[src/rtl/ad1_sample_reader.sv]
`default_nettype none
// ============================================================================
// Module      : ad1_sample_reader
// Description : Dual-channel serial ADC reader. A conversion request drops
//               nCS, drives 16 SCLK periods (idle high, falling first),
//               shifts SDATA1/SDATA2 MSB-first on each SCLK rising edge and
//               publishes the low 12 bits of each 16-bit frame with a one-cycle
//               VALID. ERR flags nonzero leading bits [15:12] on either
//               channel. A minimum nCS-high quiet time separates frames.
// Ports       : CLK, RST (async, active-high), START (request),
//               SDATA1/SDATA2 (ADC serial data), nCS, SCLK (ADC control),
//               DATA1/DATA2 (12-bit samples), VALID, ERR, BUSY.
// Revision    : 1.0 - initial release
// ============================================================================
module ad1_sample_reader #(
    parameter int unsigned CLK_DIV = 2,  // CLK cycles per SCLK half-period, 1..255
    parameter int unsigned QUIET   = 4   // min CLK cycles nCS high between frames, 1..255
) (
    input  logic        CLK,
    input  logic        RST,
    input  logic        START,
    input  logic        SDATA1,
    input  logic        SDATA2,
    output logic        nCS,
    output logic        SCLK,
    output logic [11:0] DATA1,
    output logic [11:0] DATA2,
    output logic        VALID,
    output logic        ERR,
    output logic        BUSY
);

    typedef enum logic [1:0] {
        S_IDLE  = 2'd0,
        S_CONV  = 2'd1,
        S_DONE  = 2'd2,
        S_QUIET = 2'd3
    } state_t;

    localparam logic [7:0] c_div_last   = 8'(CLK_DIV - 1);
    localparam logic [7:0] c_quiet_last = 8'(QUIET - 1);

    state_t      r_state;
    state_t      w_state_next;

    logic        r_sclk;
    logic [7:0]  r_div_cnt;
    logic [4:0]  r_bit_cnt;
    logic [7:0]  r_quiet_cnt;
    logic        r_pending;
    logic [15:0] r_sr1;
    logic [15:0] r_sr2;
    logic [11:0] r_data1;
    logic [11:0] r_data2;
    logic        r_err;

    logic        w_half_done;
    logic        w_last_rise;
    logic        w_quiet_done;
    logic        w_req;
    logic        w_enter_conv;
    logic        w_frame_err;

    assign w_half_done  = (r_div_cnt == c_div_last);
    // The 16th rising edge of SCLK ends the frame on the same CLK edge.
    assign w_last_rise  = (r_state == S_CONV) && w_half_done && !r_sclk &&
                          (r_bit_cnt == 5'd15);
    assign w_quiet_done = (r_quiet_cnt == c_quiet_last);
    assign w_req        = START || r_pending;
    assign w_enter_conv = (w_state_next == S_CONV) && (r_state != S_CONV);
    assign w_frame_err  = (|r_sr1[15:12]) || (|r_sr2[15:12]);

    // ------------------------------------------------------------------
    // State register
    // ------------------------------------------------------------------
    always_ff @(posedge CLK or posedge RST) begin
        if (RST) begin
            r_state <= S_IDLE;
        end else begin
            r_state <= w_state_next;
        end
    end

    // ------------------------------------------------------------------
    // Next state and state-decoded outputs
    // ------------------------------------------------------------------
    always_comb begin
        w_state_next = r_state;
        nCS          = 1'b1;
        BUSY         = 1'b1;
        VALID        = 1'b0;
        case (r_state)
            S_IDLE: begin
                BUSY = 1'b0;
                if (w_req) begin
                    w_state_next = S_CONV;
                end
            end
            S_CONV: begin
                nCS = 1'b0;
                if (w_last_rise) begin
                    w_state_next = S_DONE;
                end
            end
            S_DONE: begin
                VALID        = 1'b1;
                w_state_next = S_QUIET;
            end
            S_QUIET: begin
                // Go straight back to CONV so a waiting request sees exactly
                // DONE + QUIET cycles of nCS high.
                if (w_quiet_done) begin
                    w_state_next = w_req ? S_CONV : S_IDLE;
                end
            end
            default: begin
                w_state_next = S_IDLE;
            end
        endcase
    end

    // ------------------------------------------------------------------
    // Datapath: SCLK generation, shifting, counters, sample registers
    // ------------------------------------------------------------------
    always_ff @(posedge CLK or posedge RST) begin
        if (RST) begin
            r_sclk      <= 1'b1;
            r_div_cnt   <= 8'd0;
            r_bit_cnt   <= 5'd0;
            r_quiet_cnt <= 8'd0;
            r_pending   <= 1'b0;
            r_sr1       <= 16'd0;
            r_sr2       <= 16'd0;
            r_data1     <= 12'd0;
            r_data2     <= 12'd0;
            r_err       <= 1'b0;
        end else begin
            // One-deep request memory; entering CONV consumes it.
            if (w_enter_conv) begin
                r_pending <= 1'b0;
            end else if (START && (r_state != S_IDLE)) begin
                r_pending <= 1'b1;
            end

            if (r_state == S_CONV) begin
                if (w_half_done) begin
                    r_div_cnt <= 8'd0;
                    r_sclk    <= ~r_sclk;
                    if (!r_sclk) begin
                        // SCLK about to rise: capture on this edge.
                        r_sr1     <= {r_sr1[14:0], SDATA1};
                        r_sr2     <= {r_sr2[14:0], SDATA2};
                        r_bit_cnt <= r_bit_cnt + 5'd1;
                    end
                end else begin
                    r_div_cnt <= r_div_cnt + 8'd1;
                end
            end else begin
                r_div_cnt <= 8'd0;
                r_sclk    <= 1'b1;
                if (w_enter_conv) begin
                    r_bit_cnt <= 5'd0;
                end
            end

            if ((r_state == S_QUIET) && !w_quiet_done) begin
                r_quiet_cnt <= r_quiet_cnt + 8'd1;
            end else begin
                r_quiet_cnt <= 8'd0;
            end

            if (r_state == S_DONE) begin
                r_data1 <= r_sr1[11:0];
                r_data2 <= r_sr2[11:0];
                r_err   <= w_frame_err;
            end
        end
    end

    // During DONE the fresh frame is presented straight from the shift
    // registers; the held copies take over from the following cycle.
    assign SCLK  = r_sclk;
    assign DATA1 = (r_state == S_DONE) ? r_sr1[11:0] : r_data1;
    assign DATA2 = (r_state == S_DONE) ? r_sr2[11:0] : r_data2;
    assign ERR   = (r_state == S_DONE) ? w_frame_err : r_err;

endmodule
`default_nettype wire

[config.mk]
export PLATFORM = sky130hd
export DESIGN_NAME = ad1_sample_reader
export DESIGN_NICKNAME = d
export VERILOG_FILES = /design/src/rtl/ad1_sample_reader.sv
export SDC_FILE = /design/constraint.sdc
export NUM_CORES = 1
export LEC_CHECK = 0
export ABC_AREA = 0
export ABC_CLOCK_PERIOD_IN_PS = 2990
export CORE_MARGIN = 2
export CORE_UTILIZATION = 45
export CTS_CLUSTER_SIZE = 28
export DETAILED_ROUTE_END_ITERATION = 8
export HOLD_SLACK_MARGIN = 0.05
export PLACE_DENSITY = 0.7
export SLEW_MARGIN = 0
export SYNTH_ARGS = -nofsm -noshare
export SYNTH_HDL_FRONTEND = slang
export SYNTH_SLANG_ARGS = --single-unit
[constraint.sdc]
create_clock -name CLK -period 2.99 [get_ports CLK]
set_input_delay 0.7475 -clock CLK [delete_from_list [all_inputs] [get_ports CLK]]
set_output_delay 0.7475 -clock CLK [all_outputs]
set_load 0.01 [all_outputs]
=== Yosys cells after proc, flatten, opt, wreduce, memory -nomap -nowiden ===
Index checks and enable logic that the tools add are counted.

* Register bits: 82
* Input port bits: 5
* Output and inout bits: 29
* Logic and storage cells: 65

* Add/sub/neg operators: 3
* Eq/ne operators: 10
* Muxes and demuxes: 22
* Bitwise gates (word level): 1
* Reduce and logical (&&, ||, !) cells: 18

{| class="wikitable"
|+ Operators by type and width
! kind !! number
|-
| $mux 12 || 2
|-
| $mux 8 || 3
|-
| $mux 5 || 4
|-
| $add 8x1->8 const B || 2
|-
| $mux 1 || 9
|-
| $eq 8x1->1 const B || 1
|-
| $eq 8x2->1 const B || 1
|-
| $pmux 2 s4 || 1
|-
| $reduce_or 4->1 || 2
|-
| $logic_and 1x1->1 || 6
|-
| $mux 2 || 3
|-
| $reduce_and 3->1 || 2
|-
| $reduce_bool 2->1 || 3
|-
| $add 5x1->5 const B || 1
|-
| $eq 5x4->1 const B || 1
|-
| $eq 2x1->1 const B || 2
|-
| $eq 2x2->1 const B || 2
|-
| $ne 2x2->1 const B || 2
|-
| $logic_not 1->1 || 2
|-
| $logic_not 2->1 || 1
|-
| $logic_or 1x1->1 || 2
|-
| $ne 2x1->1 const B || 1
|-
| $not 1->1 || 1
|}

=== Longest topological paths before layout ===
Gate-level depths: netlist (run 1).

* Depth after elaboration: 10
* Mapped depth: 8

=== Worst setup path before layout (run 1) ===
No wires, ideal clock.

* Path type: reg-to-output
* From: reg r_state[1]
* To: out DATA2[10]
* Arrival time: 1.333 ns
* Required time: 2.243 ns
* Slack: 0.909 ns
* Cell stages (with the launch flop): 5
* Buffers on the path: 2
* Cells stage by stage: dfrtp_1 -> nor2b_1 -> buf_2 -> buf_2 -> mux2_2

* Cells in the longest elaborated chain, start to end: 2

{| class="wikitable"
|+ Ends and longest elaborated chain
! item !! RTL line !! text
|-
| from (decl) || 43 || <nowiki>state_t r_state;</nowiki>
|-
| from (signal assigned) || 80 || <nowiki>r_state <= w_state_next;</nowiki>
|-
| $eq 2x2->1 || 184 || <nowiki>assign DATA2 = (r_state == S_DONE) ? r_sr2[11:0] : r_data2;</nowiki>
|-
| $mux 12 || - ||
|-
| to (decl) || 27 || <nowiki>output logic [11:0] DATA2,</nowiki>
|}

No other way between the ends.

=== Worst setup path after layout (run 1) ===
* From: reg r_state[1]
* To: out DATA1[6]

* Cells in the longest elaborated chain, start to end: 2

{| class="wikitable"
|+ Ends and longest elaborated chain
! item !! RTL line !! text
|-
| $eq 2x2->1 || 183 || <nowiki>assign DATA1 = (r_state == S_DONE) ? r_sr1[11:0] : r_data1;</nowiki>
|-
| $mux 12 || 183 ||
|-
| to (decl) || 26 || <nowiki>output logic [11:0] DATA1,</nowiki>
|}

No other way between the ends.

==> impl_metrics.py, run 1 <==
metrics = {
    "timing": {
        "setup_viol_count_final": 0,
        "finClkSkew_ns": 0.01563,
        "maximum_frequency_from_static_timing_analysis_ghz": 0.3490,
        "tmin_final_ns": 2.866,
        "final-max-slew-violation-count": 0,
        "worst_pin_slew_ns": 0.7018,
        "setup_total_negative_slack_ns": 0,
        "remaining_max_slew_budget_at_the_tightest_pin_pct": 53.18,
        "final-hold-violation-count": 0,
        "crit_share_post_route_pct": 95.84,
        "rsz_0062_raised_after_global_routing": "false",
    },
    "job": {
        "max_cap_viol_count": 0,
    },
    "worst_hold_path": {
        "classification_of_the_worst_slack_hold_path": "flip-flop to flip-flop",
    },
    "setup_path": {
        "worstPathRequired_ns": 2.24,
        "arrival_ns": 2.12,
        "worstSetupEndpointType": "output pin",
        "path_class": "flip-flop to output pin",
        "crit_path_max_incr_delay_ns": 0.50,
        "startpoint_type": "flip-flop",
        "crit_fanout": 27,
        "critical_path.slowest_cell": "sky130_fd_sc_hd__clkdlybuf4s50_1",
        "timing.critical_path.cells": "nor2b_2, buf_12, mux2_2, clkdlybuf4s50_1",
        "ff2ff_setup_slack_ns": 0.79,
    },
    "global_route": {
        "grt_first_pass_wirelength_um": 10840,
        "gr-total-overflow": 0,
        "initial_antenna_violation_count": 0,
        "gr-usage-all-layers_pct": 16.81,
        "first_global_vias": 2326,
        "grt_start_max_net_pins": 44,
    },
    "clocking": {
        "cts_tree": "built",
        "post-cts-setup-buffer-count": 0,
        "post_cts_hold_buffer_count": 0,
        "root_driver": "sky130_fd_sc_hd__clkbuf_8",
        "numCtsBuffers": 9,
        "clock_net_sink_count": 82,
        "cts_max_path_buffers": 2,
        "post_cts_resized": 0,
        "clock_pin_slew_on_the_worst_setup_and_hold_paths_ns": 0.08,
        "worst_skew_pair.late_latency_ns": 0.36,
        "ctsHtreeMaxLevel": 3,
    },
    "die": {
        "core-area_mm2": 0.007214,
        "io-pin-count": 34,
        "site_row_count": 31,
        "die-width_um": 90.16,
        "design.die.area_mm2": 0.008129,
        "floorplan.initialDensity_pct": 46.31,
        "die-height_um": 90.16,
    },
    "layout": {
        "insertedDiodeCount": 0,
        "layout.nets": 359,
        "drive_gt1_share_pct": 14.97,
        "utilization_pct": 55.20,
        "area_growth_pct": 19.21,
    },
    "yosys": {
        "synth-seq-area-share_pct": 61.46,
        "most_common_flop_cell_mapped_by_yosys": "sky130_fd_sc_hd__dfrtp_1",
        "ys_async_sr_fraction_pct": 100.0,
        "synth_top_area_share_pct": 60.67,
        "post_synth_top_area_cell": "sky130_fd_sc_hd__dfrtp_1",
        "synth.lib_cells_used.distinct": 32,
        "ys_top_cells_by_count": "sky130_fd_sc_hd__nand2_1, sky130_fd_sc_hd__dfrtp_1, sky130_fd_sc_hd__mux2_2, sky130_fd_sc_hd__nor2_1, sky130_fd_sc_hd__nand3_1",
        "synth-seq-cells": 82,
        "post_synth_main_area_contributors": "sky130_fd_sc_hd__dfrtp_1, sky130_fd_sc_hd__nand2_1, sky130_fd_sc_hd__mux2_2",
        "yosysWarnings": 0,
        "yosys.cell_count.top_type": "sky130_fd_sc_hd__nand2_1",
        "number_of_enable_flip_flop_cells_after_synthesis": 0,
        "synth.net_count": 321,
        "syn-instance-count": 311,
        "syn_area_mm2": 0.003341,
        "syn_avg_cell_area_um2": 10.74,
    },
    "detailed_routing": {
        "ant_nets_after_route": 0,
        "routedWlPerCell_um": 13.37,
        "drt-initial-drc-count": 120,
        "drt-pass1-iter-count": 4,
        "wl_um": 6057,
        "drc_violations": 0,
        "post_drt_via_cell_ratio": 4.903,
        "vias": 2221,
    },
    "power": {
        "power.static_leakage_nw": 1.971,
        "irDropWorstVdd_v": 0.0005079,
        "overall_power_mw": 3.055,
        "power-per-cell-area_mw_per_mm2": 767.2,
    },
    "outcome": {
        "status": "complete, no violations",
    },
    "placed_design": {
        "detailed_place_hpwl_um": 3960,
        "gp_congestion": 0.7775,
        "portBuffers": 33,
    },
}
## logic make-up after synthesis
group / Yosys count / share of synthesized area [%]
AOI/OAI and AO/OA: 13 / 2.584
xor gates and xnor gates: 13 / 3.408
adders and majority gates: 5 / 1.873
buffers and inverters: 17 / 2.247
DFF: 82 / 61.46
muxes: 24 / 8.090
and+or+nand+nor: 157 / 20.34
## cell usage in the layout, fill, tap and decap left out, types with 4 or more instances in the layout
cell / count
sky130_fd_sc_hd__buf_4: 4
sky130_fd_sc_hd__mux2_2: 24
sky130_fd_sc_hd__clkbuf_8: 10
sky130_fd_sc_hd__nor2_1: 21
sky130_fd_sc_hd__inv_1: 5
sky130_fd_sc_hd__xor2_1: 11
sky130_fd_sc_hd__nand2_1: 103
sky130_fd_sc_hd__nand3_1: 14
sky130_fd_sc_hd__clkdlybuf4s50_1: 33
sky130_fd_sc_hd__ha_1: 5
sky130_fd_sc_hd__and3_1: 5
sky130_fd_sc_hd__dfrtp_1: 81
## where the power goes
group	switching [mW]	internal [mW]	leakage, nW
sequential	0.199	1.35	1.09
clock	0.422	0.333	0.0972
combinational	0.474	0.274	0.780
total	1.09	1.96	1.97
## through the flow
stage / setup WS (ns) / hold WS [ns] / cell area [µm²] / std cells
floorplan: 0.1357 / 0.4476 / 3341 / 311
global placement: 0.5730 / 0.4610 / 3796 / 437
detailed placement: 0.5153 / 0.4651 / 3796 / 437
CTS: 0.09563 / 0.4859 / 3983 / 453
global route: 0.001401 / 0.5194 / 3983 / 453
finish: 0.1244 / 0.4839 / 3983 / 453
## sequential cells by signal, summed over array words and instances, names as in the netlist
register / flops
r_sr1: 16
r_state: 2
r_data1: 12
r_err: 1
r_bit_cnt: 5
SCLK: 1
r_data2: 12
r_quiet_cnt: 8
r_div_cnt: 8
r_pending: 1
r_sr2: 16
## routing by layer
layer	vias to the layer above	routed length, µm	global-route usage (%)
met5	-	0	0
met4	0	72	8.077
met3	5	148	4.526
met2	25	2933	26.25
met1	1098	2903	21.86
li1	1093	-	-
## critical path, delay by kind of cell (launching register included)
kind	cells	cell delay, ns
buffers and inverters	2	0.70
DFF	1	0.44
muxes	1	0.37
and+or+nand+nor	1	0.23
## path summary, 6_finish.rpt
check                        startpoint            to  cells after the start
hold reg to reg               r_sr1[15]     r_sr1[15]                      2
setup reg to reg           r_div_cnt[1]  r_bit_cnt[1]                      7
setup / recovery             r_state[1]      DATA1[6]                      4
min in group asynchronous           RST    r_data1[3]                      3
max in group asynchronous           RST          SCLK                      3
hold / removal                r_sr1[15]     r_sr1[15]                      2
## cell type report
| cell class | instances | area, µm² |
|---|---|---|
| Tap cell | 99 | 123.9 |
| Clock buffer | 10 | 137.6 |
| Sequential cell | 82 | 2053 |
| Inverter | 6 | 23.77 |
| Timing Repair Buffer | 38 | 380.4 |
| Fill cell | 649 | 3232 |
| Clock inverter | 6 | 48.80 |
| Multi-Input combinational cell | 212 | 1215 |
Power figures use the tool's default switching activity.
==> inputs of run 2 (changes only) <==
--- a/config.mk
+++ b/config.mk
@@ -7,12 +7,15 @@
 export LEC_CHECK = 0
 export ABC_AREA = 0
 export ABC_CLOCK_PERIOD_IN_PS = 2990
+export CELL_PAD_IN_SITES_DETAIL_PLACEMENT = 0
+export CELL_PAD_IN_SITES_GLOBAL_PLACEMENT = 1
 export CORE_MARGIN = 2
-export CORE_UTILIZATION = 45
+export CORE_UTILIZATION = 40
 export CTS_CLUSTER_SIZE = 28
 export DETAILED_ROUTE_END_ITERATION = 8
+export GPL_ROUTABILITY_DRIVEN = 0
 export HOLD_SLACK_MARGIN = 0.05
-export PLACE_DENSITY = 0.7
+export PLACE_DENSITY = 0.77
 export SLEW_MARGIN = 0
 export SYNTH_ARGS = -nofsm -noshare
 export SYNTH_HDL_FRONTEND = slang
==> impl_metrics.py, run 2 (same netlist as run 1, synthesis figures left out) <==
metrics = {
    "outcome": {
        "status": "complete, no violations",
    },
    "placed_design": {
        "portBuffers": 33,
        "placed_cells": 444,
        "detailed_place_hpwl_um": 3946,
    },
    "setup_path": {
        "worstPathRequired_ns": 2.24,
        "reg2regPathDepth": 7,
        "startpoint_type": "flip-flop",
        "ff2ff_setup_slack_ns": 0.87,
        "timing.rr.start": "r_div_cnt[1]",
        "rr_endpoint": "r_bit_cnt[2]",
        "path_class": "flip-flop to output pin",
        "crit_fanout": 15,
        "worstSetupEndpointType": "output pin",
        "arrival_ns": 2.10,
    },
    "timing": {
        "rsz_0062_raised_after_global_routing": "false",
        "finClkSkew_ns": 0.008135,
        "worst_pin_slew_ns": 0.6109,
        "remaining_max_slew_budget_at_the_tightest_pin_pct": 59.23,
        "tmin_final_ns": 2.850,
        "maximum_frequency_from_static_timing_analysis_ghz": 0.3509,
        "crit_share_post_route_pct": 95.32,
        "final-hold-violation-count": 0,
        "final-max-slew-violation-count": 0,
        "fin_worst_hold_slack_ns": 0.4811,
        "setup_total_negative_slack_ns": 0,
        "setup_viol_count_final": 0,
    },
    "job": {
        "max_cap_viol_count": 0,
    },
    "die": {
        "design.die.area_mm2": 0.009098,
        "site_row_count": 33,
        "core-area_mm2": 0.008175,
        "die-height_um": 95.39,
        "floorplan.initialDensity_pct": 40.86,
        "die-width_um": 95.39,
        "io-pin-count": 34,
    },
    "detailed_routing": {
        "drt-pass1-iter-count": 4,
        "routedWlPerCell_um": 12.89,
        "drt-initial-drc-count": 115,
        "vias": 2196,
        "ant_nets_after_route": 0,
        "post_drt_via_cell_ratio": 4.784,
        "wl_um": 5917,
        "drc_violations": 0,
    },
    "clocking": {
        "clock_pin_slew_on_the_worst_setup_and_hold_paths_ns": 0.08,
        "ctsHtreeMaxLevel": 3,
        "root_driver": "sky130_fd_sc_hd__clkbuf_8",
        "post_cts_resized": 0,
        "post-cts-setup-buffer-count": 0,
        "cts_max_path_buffers": 2,
        "numCtsBuffers": 9,
        "clock_net_sink_count": 82,
        "post_cts_hold_buffer_count": 0,
        "cts_tree": "built",
        "worst_skew_pair.late_latency_ns": 0.36,
    },
    "layout": {
        "insertedDiodeCount": 0,
        "layout.area.seq_mm2": 0.002053,
        "area_growth_pct": 19.59,
        "largest_registers": "r_sr1 (16), r_sr2 (16)",
        "final_common_cell": "sky130_fd_sc_hd__nand2_1",
        "layout_common_cells": "sky130_fd_sc_hd__nand2_1, sky130_fd_sc_hd__dfrtp_1, sky130_fd_sc_hd__clkdlybuf4s50_1",
        "layout.nets": 360,
        "post_layout_nonfiller_instances": 459,
        "filler_cell_count": 755,
        "drive_gt1_share_pct": 14.69,
        "multi_input_comb_area_mm2": 0.001215,
    },
    "global_route": {
        "first_global_vias": 2110,
        "grt_first_pass_wirelength_um": 10010,
        "grt_start_max_net_pins": 37,
        "gr-usage-all-layers_pct": 14.54,
        "initial_antenna_violation_count": 0,
        "gr-total-overflow": 0,
    },
    "power": {
        "power.static_leakage_nw": 1.974,
        "irDropWorstVdd_v": 0.0005678,
        "power-per-cell-area_mw_per_mm2": 761.6,
    },
    "worst_hold_path": {
        "holdPathEnd": "r_sr2[10]",
        "hold_start": "r_sr2[9]",
        "classification_of_the_worst_slack_hold_path": "flip-flop to flip-flop",
        "worstHoldPathCells": 2,
    },
}
run 2: power by group:
group | internal (mW) | total, mW | switching, mW
Clock | 0.380 | 0.765 | 0.385
Sequential | 1.35 | 1.54 | 0.185
Combinational | 0.276 | 0.738 | 0.462
Total | 2.01 | 3.04 | 1.03
run 2: worst max path at each step:
stage | start | endpoint | slack [ns] | depth (start not counted)
6_report | r_state[1] | DATA2[3] | 0.14 | 4
5_1_grt | r_state[1] | ERR | 0.01 | 5
2_1_floorplan | RST | r_bit_cnt[0] | 0.14 | 1
4_1_cts | r_state[1] | DATA2[3] | 0.13 | 4
3_5_place_dp | r_state[1] | ERR | 0.52 | 5
3_3_place_gp | r_state[1] | ERR | 0.57 | 5
run 2: through the flow:
stage               setup slack, ns  power (mW)  utilization (%)  cell area [µm²]
finish                       0.1401       3.042            48.87             3995
global route                0.01494       3.291            48.87             3995
CTS                          0.1311       3.092            48.87             3995
detailed placement           0.5243       2.317            46.62             3811
global placement             0.5691       2.296            46.62             3811
floorplan                    0.1357       2.104                -             3341
run 2: layout make-up:
cell class / instances / area share [%]
timing repair buffer: 39 / 9.709
multi-input combinational: 212 / 30.41
clock inverter: 5 / 1.409
tap: 105 / 3.288
inverter: 6 / 0.5951
clock buffer: 10 / 3.194
sequential: 82 / 51.39
run 2: critical path, stage by stage (launching register included):
cell,delay [ns]
sky130_fd_sc_hd__dfrtp_1,0.44
sky130_fd_sc_hd__nor2b_2,0.19
sky130_fd_sc_hd__buf_4,0.25
sky130_fd_sc_hd__mux2_2,0.38
sky130_fd_sc_hd__clkdlybuf4s50_1,0.49
run 2: metal layers:
layer / vias to the layer above / GRT usage [%] / wire [µm]
met5: - / 0 / 0
met4: 0 / 6.071 / 106
met3: 8 / 4.980 / 231
met2: 32 / 22.18 / 2709
met1: 1068 / 18.99 / 2869
li1: 1088 / - / -
==> inputs of run 3 (changes only) <==
--- a/config.mk
+++ b/config.mk
@@ -15,6 +15,7 @@
 export DETAILED_ROUTE_END_ITERATION = 8
 export GPL_ROUTABILITY_DRIVEN = 0
 export HOLD_SLACK_MARGIN = 0.05
+export MAX_ROUTING_LAYER = met4
 export PLACE_DENSITY = 0.77
 export SLEW_MARGIN = 0
 export SYNTH_ARGS = -nofsm -noshare
==> impl_metrics.py, run 3 (same netlist as run 1, synthesis figures left out) <==
metrics = {
    "outcome": {
        "status": "complete, no violations",
    },
    "clocking": {
        "root_driver": "sky130_fd_sc_hd__clkbuf_8",
        "clock_pin_slew_on_the_worst_setup_and_hold_paths_ns": 0.08,
        "post_cts_resized": 0,
        "post-cts-setup-buffer-count": 0,
        "post_cts_hold_buffer_count": 0,
        "cts_max_path_buffers": 2,
        "ctsHtreeMaxLevel": 3,
        "cts_tree": "built",
        "numCtsBuffers": 9,
        "worst_skew_pair.late_latency_ns": 0.35,
        "clock_net_sink_count": 82,
    },
    "layout": {
        "fin_area_mm2": 0.003995,
        "area_growth_pct": 19.59,
        "layout.nets": 360,
        "final_common_cell": "sky130_fd_sc_hd__nand2_1",
        "largest_registers": "r_sr1 (16), r_sr2 (16)",
        "layout_common_cells": "sky130_fd_sc_hd__nand2_1, sky130_fd_sc_hd__dfrtp_1, sky130_fd_sc_hd__clkdlybuf4s50_1",
        "insertedDiodeCount": 0,
        "drive_gt1_share_pct": 14.69,
    },
    "power": {
        "power.sequential.fraction_pct": 50.6,
        "net-switching-power_mw": 1.032,
        "switching_share_pct": 33.91,
        "overall_power_mw": 3.042,
        "power.clock.fraction_pct": 25.1,
        "p_int_mw": 2.011,
        "power.static_leakage_nw": 1.974,
        "combPwrFrac_pct": 24.2,
        "irDropWorstVdd_v": 0.0005675,
        "power-per-cell-area_mw_per_mm2": 761.5,
    },
    "detailed_routing": {
        "routedWlPerCell_um": 12.95,
        "ant_nets_after_route": 0,
        "drt-initial-drc-count": 112,
        "drc_violations": 0,
        "highest_signal_layer": "met4",
        "drt-pass1-iter-count": 4,
        "post_drt_via_cell_ratio": 4.786,
        "routed-wl-met3_um": 199,
        "met1_routed_length_um": 2930,
        "vias": 2197,
        "wl_met2_um": 2753,
        "wl_um": 5945,
    },
    "die": {
        "die-height_um": 95.39,
        "site_row_count": 33,
        "core-area_mm2": 0.008175,
        "design.die.area_mm2": 0.009098,
        "die-width_um": 95.39,
        "io-pin-count": 34,
        "floorplan.initialDensity_pct": 40.86,
    },
    "timing": {
        "setup_viol_count_final": 0,
        "final-max-slew-violation-count": 0,
        "fin_worst_hold_slack_ns": 0.4840,
        "crit_share_post_route_pct": 95.15,
        "finClkSkew_ns": 0.009566,
        "tmin_final_ns": 2.845,
        "final-hold-violation-count": 0,
        "setup_total_negative_slack_ns": 0,
        "maximum_frequency_from_static_timing_analysis_ghz": 0.3515,
        "post-route-worst-setup-slack_ns": 0.1451,
        "worst_pin_slew_ns": 0.6143,
        "remaining_max_slew_budget_at_the_tightest_pin_pct": 59.00,
        "rsz_0062_raised_after_global_routing": "false",
    },
    "worst_hold_path": {
        "classification_of_the_worst_slack_hold_path": "flip-flop to flip-flop",
    },
    "setup_path": {
        "startpoint_type": "flip-flop",
        "worstSetupEndpointType": "output pin",
        "path_class": "flip-flop to output pin",
        "crit_fanout": 15,
        "ff2ff_setup_slack_ns": 0.87,
        "arrival_ns": 2.10,
        "worstPathRequired_ns": 2.24,
    },
    "placed_design": {
        "dpl_cell_area_mm2": 0.003811,
        "detailed_place_hpwl_um": 3946,
        "portBuffers": 33,
        "post-place-ws_ns": 0.5243,
    },
    "job": {
        "max_cap_viol_count": 0,
    },
    "global_route": {
        "grt_start_max_net_pins": 37,
        "gr-total-overflow": 0,
        "initial_antenna_violation_count": 0,
        "grt_first_pass_wirelength_um": 10030,
        "first_global_vias": 2114,
        "gr-usage-all-layers_pct": 14.95,
    },
}
-- run 3: cell type report --
class / count / area, µm²
clock buffers: 10 / 127.6
clock inverters: 5 / 56.30
fillers: 755 / 4180
inverters: 6 / 23.77
multi-input cells: 212 / 1215
flip-flops and latches: 82 / 2053
well taps: 105 / 131.4
repair buffers: 39 / 387.9
-- run 3: worst paths after layout --
check / cells after the start / to / startpoint
setup / recovery: 4 / DATA2[3] / r_state[1]
hold / removal: 2 / r_sr2[10] / r_sr2[9]
setup reg to reg: 7 / r_bit_cnt[2] / r_div_cnt[1]
hold reg to reg: 2 / r_sr2[10] / r_sr2[9]
max in group asynchronous: 3 / SCLK / RST
min in group asynchronous: 2 / r_data2[6] / RST
-- run 3: per-layer routing --
metal  track usage [%]  vias up
met1             19.15     1072
met3             4.506        6
met4             6.429        0
met5                 -        -
li1                  -     1088
met2             22.12       31
-- run 3: critical path, stage by stage (launching register included) --
cell	delay (ns)
sky130_fd_sc_hd__dfrtp_1	0.44
sky130_fd_sc_hd__nor2b_2	0.19
sky130_fd_sc_hd__buf_4	0.25
sky130_fd_sc_hd__mux2_2	0.38
sky130_fd_sc_hd__clkdlybuf4s50_1	0.49
-- run 3: power groups by stage --
stage / combinational [mW] / clock (mW) / sequential [mW]
final: 0.737 / 0.765 / 1.54
after global routing: 0.870 / 0.839 / 1.58
after CTS: 0.759 / 0.791 / 1.54
after detailed placement: 0.754 / 0 / 1.56
after global placement: 0.736 / 0 / 1.56
after floorplan: 0.591 / 0 / 1.51
-- run 3: metrics by stage --
step	instances	utilization (%)
after floorplan	311	-
after global placement	444	46.62
after detailed placement	444	46.62
after CTS	459	48.87
after global routing	459	48.87
final	459	48.87
